## src/rtl/bespoke_pkg.sv

```systemverilog
// Shared constants and elaboration helpers for the inter-layer chunk buffer.
//   BYTE_W          : width of one signed element
//   chunks_per_vec  : chunks that make up one input vector
//   geometry_ok     : legality of the vector/chunk/depth parameter set
`timescale 1ns/1ps
package bespoke_pkg;

    localparam int unsigned BYTE_W = 8;

    function automatic int unsigned chunks_per_vec(input int unsigned in_vec_length,
                                                   input int unsigned working_regs);
        return (working_regs == 0) ? 0 : in_vec_length / working_regs;
    endfunction

    // A vector must split into a whole, nonzero number of chunks and the
    // buffer must hold at least one vector.
    function automatic bit geometry_ok(input int unsigned in_vec_length,
                                       input int unsigned working_regs,
                                       input int unsigned depth_vecs);
        return (working_regs != 0) &&
               (in_vec_length >= working_regs) &&
               ((in_vec_length % working_regs) == 0) &&
               (depth_vecs >= 1);
    endfunction

endpackage

```

## src/rtl/vec_chunk_ram.sv

```systemverilog
// Simple dual-port chunk storage: synchronous write, registered read with enable.
//   clk, rst          : clock, synchronous active-high reset (read register only)
//   wr_en/addr/data   : write port
//   rd_en/addr        : read request; rd_data updates on the next edge, holds otherwise
`timescale 1ns/1ps
module vec_chunk_ram #(
    parameter int unsigned Depth = 8,
    parameter int unsigned Width = 32,
    parameter int unsigned AddrW = (Depth > 1) ? $clog2(Depth) : 1
) (
    input  logic             clk,
    input  logic             rst,
    input  logic             wr_en,
    input  logic [AddrW-1:0] wr_addr,
    input  logic [Width-1:0] wr_data,
    input  logic             rd_en,
    input  logic [AddrW-1:0] rd_addr,
    output logic [Width-1:0] rd_data
);

    logic [Width-1:0] mem [Depth];

    // Storage array; contents survive reset.
    always_ff @(posedge clk) begin
        if (wr_en) begin
            mem[wr_addr] <= wr_data;
        end
    end

    // Read register; a same-address write this edge returns the old entry.
    always_ff @(posedge clk) begin
        if (rst) begin
            rd_data <= '0;
        end else if (rd_en) begin
            rd_data <= mem[rd_addr];
        end
    end

endmodule

```

## src/rtl/vec_chunk_fifo.sv

```systemverilog
// Inter-layer chunk buffer: producer writes chunks, consumer reads them with
// one-cycle latency; in_data_ready signals that a whole vector is buffered.
//   clk_in, rst_in      : clock, synchronous active-high reset
//   wr_en, wr_data      : producer chunk write
//   rd_en               : consumer chunk request
//   rd_data, rd_valid   : read chunk and its strobe; rd_vec_last marks vector end
//   in_data_ready       : at least one full vector stored
//   full, empty, count  : occupancy
//   wr_overflow         : sticky, a write was dropped
//   rd_underflow        : sticky, a read was refused
`timescale 1ns/1ps
module vec_chunk_fifo
    import bespoke_pkg::*;
#(
    parameter int unsigned InVecLength = 16,
    parameter int unsigned WorkingRegs = 4,
    parameter int unsigned DepthVecs   = 2
) (
    input  logic                                     clk_in,
    input  logic                                     rst_in,
    input  logic                                     wr_en,
    input  logic signed [WorkingRegs-1:0][BYTE_W-1:0] wr_data,
    input  logic                                     rd_en,
    output logic signed [WorkingRegs-1:0][BYTE_W-1:0] rd_data,
    output logic                                     rd_valid,
    output logic                                     rd_vec_last,
    output logic                                     in_data_ready,
    output logic                                     full,
    output logic                                     empty,
    output logic [$clog2(chunks_per_vec(InVecLength, WorkingRegs)*DepthVecs+1)-1:0] count,
    output logic                                     wr_overflow,
    output logic                                     rd_underflow
);

    localparam int unsigned CPV    = chunks_per_vec(InVecLength, WorkingRegs);
    localparam int unsigned DEPTH  = DepthVecs * CPV;
    localparam int unsigned CW     = $clog2(DEPTH + 1);
    localparam int unsigned AW     = (DEPTH > 1) ? $clog2(DEPTH) : 1;
    localparam int unsigned IW     = (CPV > 1) ? $clog2(CPV) : 1;
    localparam int unsigned DATA_W = WorkingRegs * BYTE_W;

    if (!geometry_ok(InVecLength, WorkingRegs, DepthVecs)) begin : g_bad_geometry
        $error("vec_chunk_fifo: InVecLength must be a nonzero multiple of WorkingRegs and DepthVecs >= 1");
    end

    logic [AW-1:0]     wr_ptr;
    logic [AW-1:0]     rd_ptr;
    logic [IW-1:0]     wr_idx;
    logic [IW-1:0]     rd_idx;
    logic [CW-1:0]     count_next;
    logic              rd_accept;
    logic              wr_accept;
    logic [DATA_W-1:0] ram_rd_data;

    function automatic logic [AW-1:0] ptr_inc(input logic [AW-1:0] p);
        return (p == AW'(DEPTH - 1)) ? '0 : p + AW'(1);
    endfunction

    function automatic logic [IW-1:0] idx_inc(input logic [IW-1:0] i);
        return (i == IW'(CPV - 1)) ? '0 : i + IW'(1);
    endfunction

    // No read bypass: an empty buffer refuses a read even with a write pending.
    // A full buffer still takes a write when a read frees a slot the same edge.
    assign rd_accept = rd_en && !empty;
    assign wr_accept = wr_en && (!full || rd_accept);

    // Occupancy after this edge.
    always_comb begin
        count_next = count;
        case ({wr_accept, rd_accept})
            2'b10:   count_next = count + CW'(1);
            2'b01:   count_next = count - CW'(1);
            default: count_next = count;
        endcase
    end

    vec_chunk_ram #(
        .Depth (DEPTH),
        .Width (DATA_W),
        .AddrW (AW)
    ) u_ram (
        .clk     (clk_in),
        .rst     (rst_in),
        .wr_en   (wr_accept),
        .wr_addr (wr_ptr),
        .wr_data (DATA_W'(wr_data)),
        .rd_en   (rd_accept),
        .rd_addr (rd_ptr),
        .rd_data (ram_rd_data)
    );

    assign rd_data = ram_rd_data;

    // Pointers, vector-boundary indices, occupancy flags and sticky errors.
    always_ff @(posedge clk_in) begin
        if (rst_in) begin
            wr_ptr        <= '0;
            rd_ptr        <= '0;
            wr_idx        <= '0;
            rd_idx        <= '0;
            count         <= '0;
            rd_valid      <= 1'b0;
            rd_vec_last   <= 1'b0;
            in_data_ready <= 1'b0;
            full          <= 1'b0;
            empty         <= 1'b1;
            wr_overflow   <= 1'b0;
            rd_underflow  <= 1'b0;
        end else begin
            if (wr_accept) begin
                wr_ptr <= ptr_inc(wr_ptr);
                wr_idx <= idx_inc(wr_idx);
            end
            if (rd_accept) begin
                rd_ptr <= ptr_inc(rd_ptr);
                rd_idx <= idx_inc(rd_idx);
            end
            if (wr_en && !wr_accept) begin
                wr_overflow <= 1'b1;
            end
            if (rd_en && !rd_accept) begin
                rd_underflow <= 1'b1;
            end
            rd_valid      <= rd_accept;
            rd_vec_last   <= rd_accept && (rd_idx == IW'(CPV - 1));
            count         <= count_next;
            full          <= (count_next == CW'(DEPTH));
            empty         <= (count_next == '0);
            in_data_ready <= (count_next >= CW'(CPV));
        end
    end

endmodule

```

## config.mk

```make
export PLATFORM = sky130hd
export DESIGN_NAME = vec_chunk_fifo
export DESIGN_NICKNAME = d
export VERILOG_FILES = /design/src/rtl/bespoke_pkg.sv /design/src/rtl/vec_chunk_ram.sv /design/src/rtl/vec_chunk_fifo.sv
export SDC_FILE = /design/constraint.sdc
export NUM_CORES = 1
export LEC_CHECK = 0
export ABC_AREA = 1
export BUFFER_PORTS_ARGS = -buffer_cell sky130_fd_sc_hd__buf_2
export CAP_MARGIN = 25
export CORE_UTILIZATION = 45
export DETAILED_ROUTE_END_ITERATION = 16
export HOLD_SLACK_MARGIN = 0.03
export PLACE_DENSITY = 0.7
export SYNTH_ARGS = -nofsm -noshare
export SYNTH_HDL_FRONTEND = slang
export SYNTH_SLANG_ARGS = --single-unit
```

## constraint.sdc

```tcl
create_clock -name clk_in -period 3.5 [get_ports clk_in]
set_input_delay 0.7 -clock clk_in [delete_from_list [all_inputs] [get_ports clk_in]]
set_output_delay 0.7 -clock clk_in [all_outputs]
set_load 0.005 [all_outputs]
```

# Word-level counts from Yosys, hierarchy flattened
# Memories as Yosys holds them, arrays and structs flattened. A register that Yosys moved wholly into a read port is not among the register bits.
# Cells that the tools add are included.
[totals] register_bits=19 ram_bits=256 inputBits=36 n_memories=1
[op_classes] n_addsub=5 n_lt_le_gt_ge=1 eq_ne=6 n_mux=6 n_reduce_logical=11
[mem_list] name="u_ram.mem" depth=8 width=32 read_ports=1 rd_clocked_by_memory_dff=1 wr=1 line_no="vec_chunk_ram.sv:21" text="logic [Width-1:0] mem [Depth];"
[ops] operator="$pmux 4 s2" n=1
[ops] operator="$add 3x1->3 const B" n=2
[ops] operator="$eq 3x3->1 const B" n=2
[ops] operator="$mux 3" n=2
[ops] operator="$logic_and 1x1->1" n=5
[ops] operator="$add 4x1->4 const B" n=1
[ops] operator="$eq 2x2->1 const B" n=2
[ops] operator="$eq 4x4->1 const B" n=1
[ops] operator="$ge 4x3->1 const B" n=1
[ops] operator="$logic_not 1->1" n=4
[ops] operator="$logic_not 4->1" n=1
[ops] operator="$sub 4x1->4 const B" n=1
[ops] operator="$add 2x1->2 const B" n=1
[ops] operator="$eq 2x1->1 const B" n=1
[ops] operator="$mux 1" n=2
[ops] operator="$mux 2" n=1
[ops] operator="$logic_or 1x1->1" n=1

# Depth between registers and ports, before layout
# Gate-level depths: netlist (run 1).
[depth] depth_word=7 mapped_depth=17

# Modules after synthesis
# A second synthesis (run 1) with hierarchy kept.
[hier_totals] cells_unflattened=1277 area_unflattened_um2=12899.9
[modules_own_cells] module="vec_chunk_ram" n_inst=1 cells_per_inst=1167 area_per_inst_um2=11992.8
[modules_own_cells] module="vec_chunk_fifo" n_inst=1 cells_per_inst=110 area_per_inst_um2=907.1

# Least setup slack after synthesis (run 1)
# OpenSTA, ideal clock, no wires.
[synth_timing] path_kind="input to register" startpoint="in rd_en" endpoint="mem u_ram.mem[1][0], enable pin" setup_time_ns=0.421 arrival_time_ns=2.766 slack_ns=0.313 stages=8 path_buffers=1 path_cell_list="inv_1 > or2_1 > buf_2 > nand2_2 > nand2_2 > nor2_1 > inv_1 > nor2_1"
[synth_via] elab_chain_len=5
[synth_lines] item="start, declared" line_no="vec_chunk_fifo.sv:23" text="input logic rd_en,"
[synth_lines] item="$logic_and 1x1->1" line_no="vec_chunk_fifo.sv:65" text="assign rd_accept = rd_en && !empty;"
[synth_lines] item="$logic_or 1x1->1" line_no="vec_chunk_fifo.sv:66" text="assign wr_accept = wr_en && (!full || rd_accept);"
[synth_lines] item="$logic_and 1x1->1" line_no="vec_chunk_fifo.sv:66"
[synth_lines] item="$mux 1" line_no="vec_chunk_ram.sv:25" text="if (wr_en) begin"
[synth_lines] item="$mux 1 (not written as such)" line_no="vec_chunk_ram.sv:26" text="mem[wr_addr] <= wr_data;"
[synth_lines] item="end, declared" line_no="vec_chunk_ram.sv:21"
# No other way between the ends.

# Worst setup path after layout (run 1)
[layout_timing] startpoint="reg empty" endpoint="reg empty"
[layout_via] elab_chain_len=7 word_cells_on_any_way=8 classes_between="eq/ne (2); mux (1); reduce/logical (5)"
[layout_lines] item="start, declared" line_no="vec_chunk_fifo.sv:29" text="output logic empty,"
[layout_lines] item="start signal, assigned" line_no="vec_chunk_fifo.sv:129" text="empty <= (count_next == '0);"
[layout_lines] item="$logic_not 1->1 (*)" line_no="vec_chunk_fifo.sv:65"
[layout_lines] item="$logic_and 1x1->1 (*)" line_no="vec_chunk_fifo.sv:65"
[layout_lines] item="$logic_or 1x1->1" line_no="vec_chunk_fifo.sv:66"
[layout_lines] item="$logic_and 1x1->1" line_no="vec_chunk_fifo.sv:66"
[layout_lines] item="$eq 2x1->1 or $eq 2x2->1 (tied branches)" line_no="vec_chunk_fifo.sv:71" text="case ({wr_accept, rd_accept})"
[layout_lines] item="$pmux 4 s2 (*)" line_no="vec_chunk_fifo.sv:71"
[layout_lines] item="$logic_not 4->1 (*)" line_no="vec_chunk_fifo.sv:129"
# Every way passes the cells marked *; elsewhere a longest branch is shown, timed or not.
# A chain may end at the register's enable or synchronous reset.

==> out/metrics.cfg, run 1 <==
[run_status]
status = finished clean

[setup_path]
timing.critical_path.buf_inv = 2
critPathSlowestCell = dfxtp_1
cpMostUsedCell = nand2_1
r2r_setup_slack_ns = 1.18
crit_fanout = 11
cp.required_ns = 3.96
max_stage_delay_ns = 0.35
arrival_ns = 2.78
path_cells = or2_1, nand2_2, nand2_2, ha_1, nand2_1, inv_1, nor2_1, ha_1, a21oi_1, nand2b_1, nand3_1, nand3_1, nand2_1, nand2_1, inv_1
setup.worst_path.end_class = register
worstSetupStartpointType = register
worst-setup-path-type = reg -> reg
cpLargestDelayFamily = simple AND/OR/NAND/NOR gates

[global_route]
grt_overflow = 0
grt.busiest_layer = met2
met2_usage_pct = 28.8
grt_pass1_vias = 6995
met3_usage_pct = 2.81
grt_max_degree = 81
grtUsageTotal_pct = 17.8
antenna_found_initial = 1
grt_pass1_wl_mm = 37.1
grt_util_met1_pct = 24.9

[power_and_ir_drop]
intPower_mw = 6.66
clock_power_share_pct = 33.5
seqPwrFrac_pct = 48.9
powerDensity_nw_per_um2 = 682
p_switching_mw = 2.59
power_mw = 9.25
power_frac_comb_pct = 17.6
ir_drop_v = 0.000555
p_sw_share_pct = 28.0
p_leak_nw = 4.77

[final_layout]
seq_area_sq_um = 8720
layout.nets = 1067
areaGrowthSynthToFinish_pct = 14.3
multi_input_area_sq_um = 2800
num-fill-cells = 2202
drive_above_1_share_pct = 15.2

[sta]
hold_viol = 0
setup-violations-final = 0
fmax_mhz = 430
fin_skew_ns = 0.0132
finalSetupTns_ns = 0
period_share_pct = 66.4
max_slew.worst_pin.slew_ns = 0.871
rsz0062_at_grt = no
setup_ws_ns = 1.18
relSlewSlack_pct = 41.9
drv_slew = 0
period_minus_slack_ns = 2.32

[clock_tree]
numCtsBuffers = 30
cts.sinks = 307
cts_buffer_depth = 3
cts_tree = built
cts-resized-gates = 0
hold_buffers = 0
clkTransAtPathRegs_ns = 0.06
htreeDepth = 1
clk_latency_ns = 0.56
cts_root_buffer = clkbuf_16
post_cts_buffers = 0

[place]
place_congestion = 0.741
pre_cts_slack_ns = 0.707
post-dp-hpwl_mm = 13.4
port_buffers = 78

[logic_synthesis]
synth_cells = 954
synth_cell_types = 28
ys_seq_elements = 307
synth.avg_cell_area_sq_um = 12.4
synth.yosys.warnings = 0
syn-num-nets = 998
synth_area_sq_um = 11900
yosysSeqAreaShare_pct = 73.4

[routing]
firstDrtPassIters = 6
drc_errors = 0
wire_per_inst_um = 17.1
first_iter_violations = 594
wl_mm = 23.7
drtAntennaViolNets = 0
via_count = 7440
routed_via_density = 5.38

[die]
die_w_um = 164
design.die.area_sq_um = 27000
std_cell_rows = 59
core_area_sq_um = 26000
die_h_um = 164
ios = 79
start_util_pct = 45.7

[worst_hold_path]
hp-class = in -> reg

[run]
cap_violations = 0

power by group through the flow:
| stage | sequential, mW | clock (mW) | combinational [mW] |
|---|---|---|---|
| after CTS | 4.52 | 3.16 | 1.64 |
| after floorplan | 4.53 | 0 | 1.15 |
| after global placement | 4.59 | 0 | 1.60 |
| after global routing | 4.56 | 3.30 | 1.85 |
| after detailed placement | 4.60 | 0 | 1.63 |
| final | 4.52 | 3.10 | 1.62 |
metal layers:
layer	vias up	share of wire, %
li1	3581	-
met1	3599	46
met2	219	46
met3	39	5.7
met4	2	2.2
met5	-	0.051
registers in the layout (all words and copies together), names as in the netlist:
name / cells
u_ram.mem: 256
u_ram.rd_data: 32
count: 4
rd_ptr: 3
wr_ptr: 3
rd_idx: 2
empty: 1
full: 1
in_data_ready: 1
rd_underflow: 1
rd_valid: 1
rd_vec_last: 1
wr_overflow: 1
metrics by stage:
step	cells	util, %	hold slack (ns)	cell area (sq um)
finish	1383	52.2	0.396	13600
global route	1382	52.2	0.401	13600
CTS	1382	52.2	0.373	13600
detailed placement	1326	48.5	0.447	12600
global placement	1326	48.5	0.434	12600
floorplan	954	-	0.447	11900
tightest hold or removal path, cell delays in order:
cell,delay [ns]
buf_2,0.08
a21oi_1,0.05
nor2_1,0.08
cell usage after synthesis:
cell | instances | area, sq um
xor2_1 | 1 | 8.76
o21ai_0 | 125 | 626
nand2_1 | 53 | 199
a21oi_1 | 40 | 200
nand2b_1 | 1 | 6.26
inv_4 | 1 | 6.26
buf_6 | 5 | 56.3
edfxtp_1 | 256 | 7690
and3_1 | 1 | 6.26
nand3_1 | 8 | 40.0
o21ai_2 | 1 | 8.76
dfxtp_1 | 51 | 1020
o211ai_2 | 1 | 12.5
inv_1 | 19 | 71.3
nor2_1 | 214 | 803
o211ai_1 | 63 | 473
buf_2 | 9 | 45.0
a22oi_1 | 1 | 7.51
ha_1 | 8 | 100
buf_12 | 2 | 40.0
nand2_2 | 2 | 12.5
o21ai_1 | 43 | 215
clkbuf_1 | 31 | 116
or2_1 | 1 | 6.26
buf_4 | 7 | 52.6
o211a_1 | 1 | 10.0
xnor2_1 | 1 | 8.76
buf_1 | 8 | 30.0
layout make-up:
type	count	area share, %
well taps	335	3.09
flip-flops and latches	307	64.2
inverters	20	0.572
clock buffers	31	5.56
repair buffers	99	4.32
clock inverters	25	1.54
multi-input cells	565	20.7
diodes	1	0.0184
worst paths after layout:
| kind | startpoint | endpoint | depth (start not counted) |
|---|---|---|---|
| worst max-delay path | empty | empty | 15 |
| worst min-delay path | rd_en | rd_underflow | 3 |
| worst max register to register | empty | empty | 15 |
| worst min register to register | wr_overflow | wr_overflow | 2 |
cell families after synthesis:
group                      count (synthesis)  synth area share (%)
AOI/OAI and AO/OA                        275                  13.1
and+or+nand+nor                          280                  9.04
xor gates and xnor gates                   2                 0.148
buffers and inverters                     82                  3.52
adders and majority gates                  8                 0.843
DFF                                      307                  73.4
layout by cell type (no fill, tap or decap), types with 11 or more instances in the layout:
cell	n
a21oi_1	40
clkinv_1	11
dfxtp_1	49
o211ai_1	63
o21ai_1	43
nor2_1	206
buf_4	18
inv_1	18
buf_2	78
o21ai_0	125
edfxtp_1	256
nand2_1	53
clkbuf_16	30
Note: power is estimated with default switching activity, not from simulation.
==> run 2, diff against run 1 <==
- clock period: 3.5 -> 2.4 ns (I/O delays scaled with it)
==> run 2 against run 1 <==
Net effect:
- worst hold slack worse by 0.21 ns
- register-to-register slack worse by 0.91 ns
- clock skew is 0.0076 ns lower
- design area is 1.3% higher
- maximum frequency is 8.8% higher
- sequential power is 44% higher
- setup slack worse by 0.91 ns
==> out/metrics.cfg, run 2 (synthesis results as in run 1) <==
[place]
place_area_sq_um = 12800  ; was 12600 sq um
place_congestion = 0.768  ; was 0.741
pre_cts_slack_ns = 0.0162  ; was 0.707 ns
post-dp-hpwl_mm = 13.9  ; was 13.4 mm
port_buffers = 78  ; unchanged

[clock_tree]
cts_root_buffer = clkbuf_16  ; unchanged
clkTransAtPathRegs_ns = 0.06  ; about the same
post_cts_buffers = 0  ; unchanged
cts_buffer_depth = 3  ; unchanged
cts_tree = built  ; unchanged
clk_latency_ns = 0.55  ; was 0.56 ns
cts.sinks = 307  ; unchanged
numCtsBuffers = 30  ; unchanged
hold_buffers = 0  ; unchanged
htreeDepth = 1  ; unchanged
cts-resized-gates = 0  ; unchanged

[setup_path]
r2r_setup_slack_ns = 0.26  ; was 1.18 ns
cpLargestDelayFamily = simple AND/OR/NAND/NOR gates  ; unchanged
crit_fanout = 5  ; was 11
worst-setup-path-type = reg -> reg  ; unchanged
max_stage_delay_ns = 0.31  ; was 0.35 ns
cp.required_ns = 2.85  ; was 3.96 ns
path_cells = or2_1, nand2_2, nand2_2, ha_1, nor2_1, nor2_1, ha_1, a21oi_1, nand2b_1, nand3_1, nand3_1, nand2_1, nand2_1, inv_1  ; was or2_1, nand2_2, nand2_2, ha_1, nand2_1, inv_1, nor2_1, ha_1, a21oi_1, nand2b_1, nand3_1, nand3_1, nand2_1, nand2_1, inv_1
critPathSlowestCell = dfxtp_1  ; unchanged
crit_path_start = empty  ; unchanged
r2r_end = empty  ; unchanged
setup.worst_path.end_class = register  ; unchanged
rr_worst_depth = 14  ; was 15
r2r-start = empty  ; unchanged
timing.critical_path.buf_inv = 1  ; was 2
worstSetupStartpointType = register  ; unchanged
arrival_ns = 2.59  ; was 2.78 ns

[final_layout]
multi_input_area_sq_um = 2800  ; unchanged
final_common_cell = edfxtp_1  ; unchanged
top_register = u_ram.mem  ; unchanged
largest_register_ffs = 256  ; unchanged
reg.largest.list = u_ram.mem (256), u_ram.rd_data (32), count (4)  ; unchanged
areaGrowthSynthToFinish_pct = 15.7  ; was 14.3%
layout.nets = 1075  ; was 1067
final_cell_mix = edfxtp_1, nor2_1, o21ai_0, buf_2, o211ai_1  ; unchanged
drive_above_1_share_pct = 15.8  ; was 15.2%
stdcell_area_sq_um = 13700  ; was 13600 sq um
seq_area_sq_um = 8720  ; about the same
num-fill-cells = 2164  ; was 2202

[global_route]
grt_overflow = 0  ; unchanged
grt_pass1_vias = 7178  ; was 6995
grt_pass1_wl_mm = 38.8  ; was 37.1 mm
grtUsageTotal_pct = 18.5  ; was 17.8%
antenna_found_initial = 2  ; was 1
grt_max_degree = 131  ; was 81

[sta]
period_share_pct = 89.0  ; was 66.4%
fmax_mhz = 468  ; was 430 MHz
relSlewSlack_pct = 56.9  ; was 41.9%
rsz0062_at_grt = no  ; unchanged
setup_ws_ns = 0.264  ; was 1.18 ns
setup-violations-final = 0  ; unchanged
fin_skew_ns = 0.00561  ; was 0.0132 ns
max_slew.worst_pin.slew_ns = 0.647  ; was 0.871 ns
period_minus_slack_ns = 2.14  ; was 2.32 ns
hold_viol = 0  ; unchanged
drv_slew = 0  ; unchanged

[worst_hold_path]
min_to = rd_underflow  ; unchanged
worstHoldStart = rd_en  ; unchanged
min_path_cells = 3  ; unchanged
hp-class = in -> reg  ; unchanged

[run_status]
status = finished clean  ; unchanged

[power_and_ir_drop]
ir_drop_v = 0.000587  ; was 0.000555 V
p_leak_nw = 4.84  ; was 4.77 nW
powerDensity_nw_per_um2 = 980  ; was 682 nW/um^2
power_mw = 13.5  ; was 9.25 mW

[routing]
wire_per_inst_um = 17.5  ; was 17.1 um
wl_mm = 24.3  ; was 23.7 mm
first_iter_violations = 710  ; was 594
routed_via_density = 5.37  ; was 5.38
drc_errors = 0  ; unchanged
drtAntennaViolNets = 0  ; unchanged
via_count = 7469  ; was 7440
firstDrtPassIters = 5  ; was 6

[run]
cap_violations = 0  ; unchanged

[die]
die_w_um = 164  ; unchanged
start_util_pct = 45.7  ; unchanged
die_h_um = 164  ; unchanged
core_area_sq_um = 26000  ; unchanged
ios = 79  ; unchanged
std_cell_rows = 59  ; unchanged
design.die.area_sq_um = 27000  ; unchanged

## run 2: changes by cell type in the layout (fill, tap and decap cells not counted), moves of 2 or more
cell,before,now
clkbuf_8,0,4
clkinvlp_4,3,1
buf_12,3,15
clkinv_1,11,2
clkbuf_1,1,11
bufinv_16,3,0
buf_4,18,14
## run 2: worst max-delay path by stage
stage / endpoint / slack, ns / cells after the start
6_report: empty / 0.26 / 14
5_1_grt: empty / 0.05 / 15
4_1_cts: empty / 0.27 / 14
3_5_place_dp: empty / 0.02 / 16
3_3_place_gp: empty / 0.13 / 17
2_1_floorplan: u_ram.mem[0][0] / -0.45 / 6
## run 2: where the power goes
| group | internal (mW) | total, mW | leakage (nW) | switching (mW) |
|---|---|---|---|---|
| Clock | 2.49 | 4.37 | 0.454 | 1.88 |
| Sequential | 6.31 | 6.51 | 2.75 | 0.196 |
| Combinational | 0.891 | 2.58 | 1.64 | 1.69 |
| Total | 9.69 | 13.5 | 4.84 | 3.77 |
## run 2: final cells by class
class	instances	area share, %
Tap cell	335	3.05
Timing Repair Buffer	107	5.79
Antenna cell	1	0.0182
Multi-Input combinational cell	565	20.4
Clock inverter	10	0.364
Clock buffer	46	6.35
Inverter	20	0.565
Sequential cell	307	63.5
## run 2: through the flow
| step | hold slack, ns | setup TNS [ns] | std cells | util (%) |
|---|---|---|---|---|
| 2_1_floorplan | 0.447 | -57.56 | 954 | - |
| 3_3_place_gp | 0.439 | 0 | 1334 | 49.3 |
| 3_5_place_dp | 0.450 | 0 | 1334 | 49.3 |
| 4_1_cts | 0.173 | 0 | 1390 | 52.9 |
| 5_1_grt | 0.186 | 0 | 1390 | 52.9 |
| 6_report | 0.182 | 0 | 1391 | 52.9 |
## run 2: worst reg2reg max path: cells and delay by family (launching register included)
family / cells / cell delay [ns]
adders and majority gates: 2 / 0.42
buffers and inverters: 1 / 0.03
DFF: 1 / 0.31
AOI/OAI and AO/OA: 1 / 0.16
and+or+nand+nor: 10 / 1.13
## run 2: metal layers
metal	global-route usage (%)	vias to the layer above	wire, um
li1	-	3593	-
met4	5.00	2	412
met2	29.4	192	11400
met1	26.2	3647	11100
met3	3.31	35	1380
met5	0	-	13
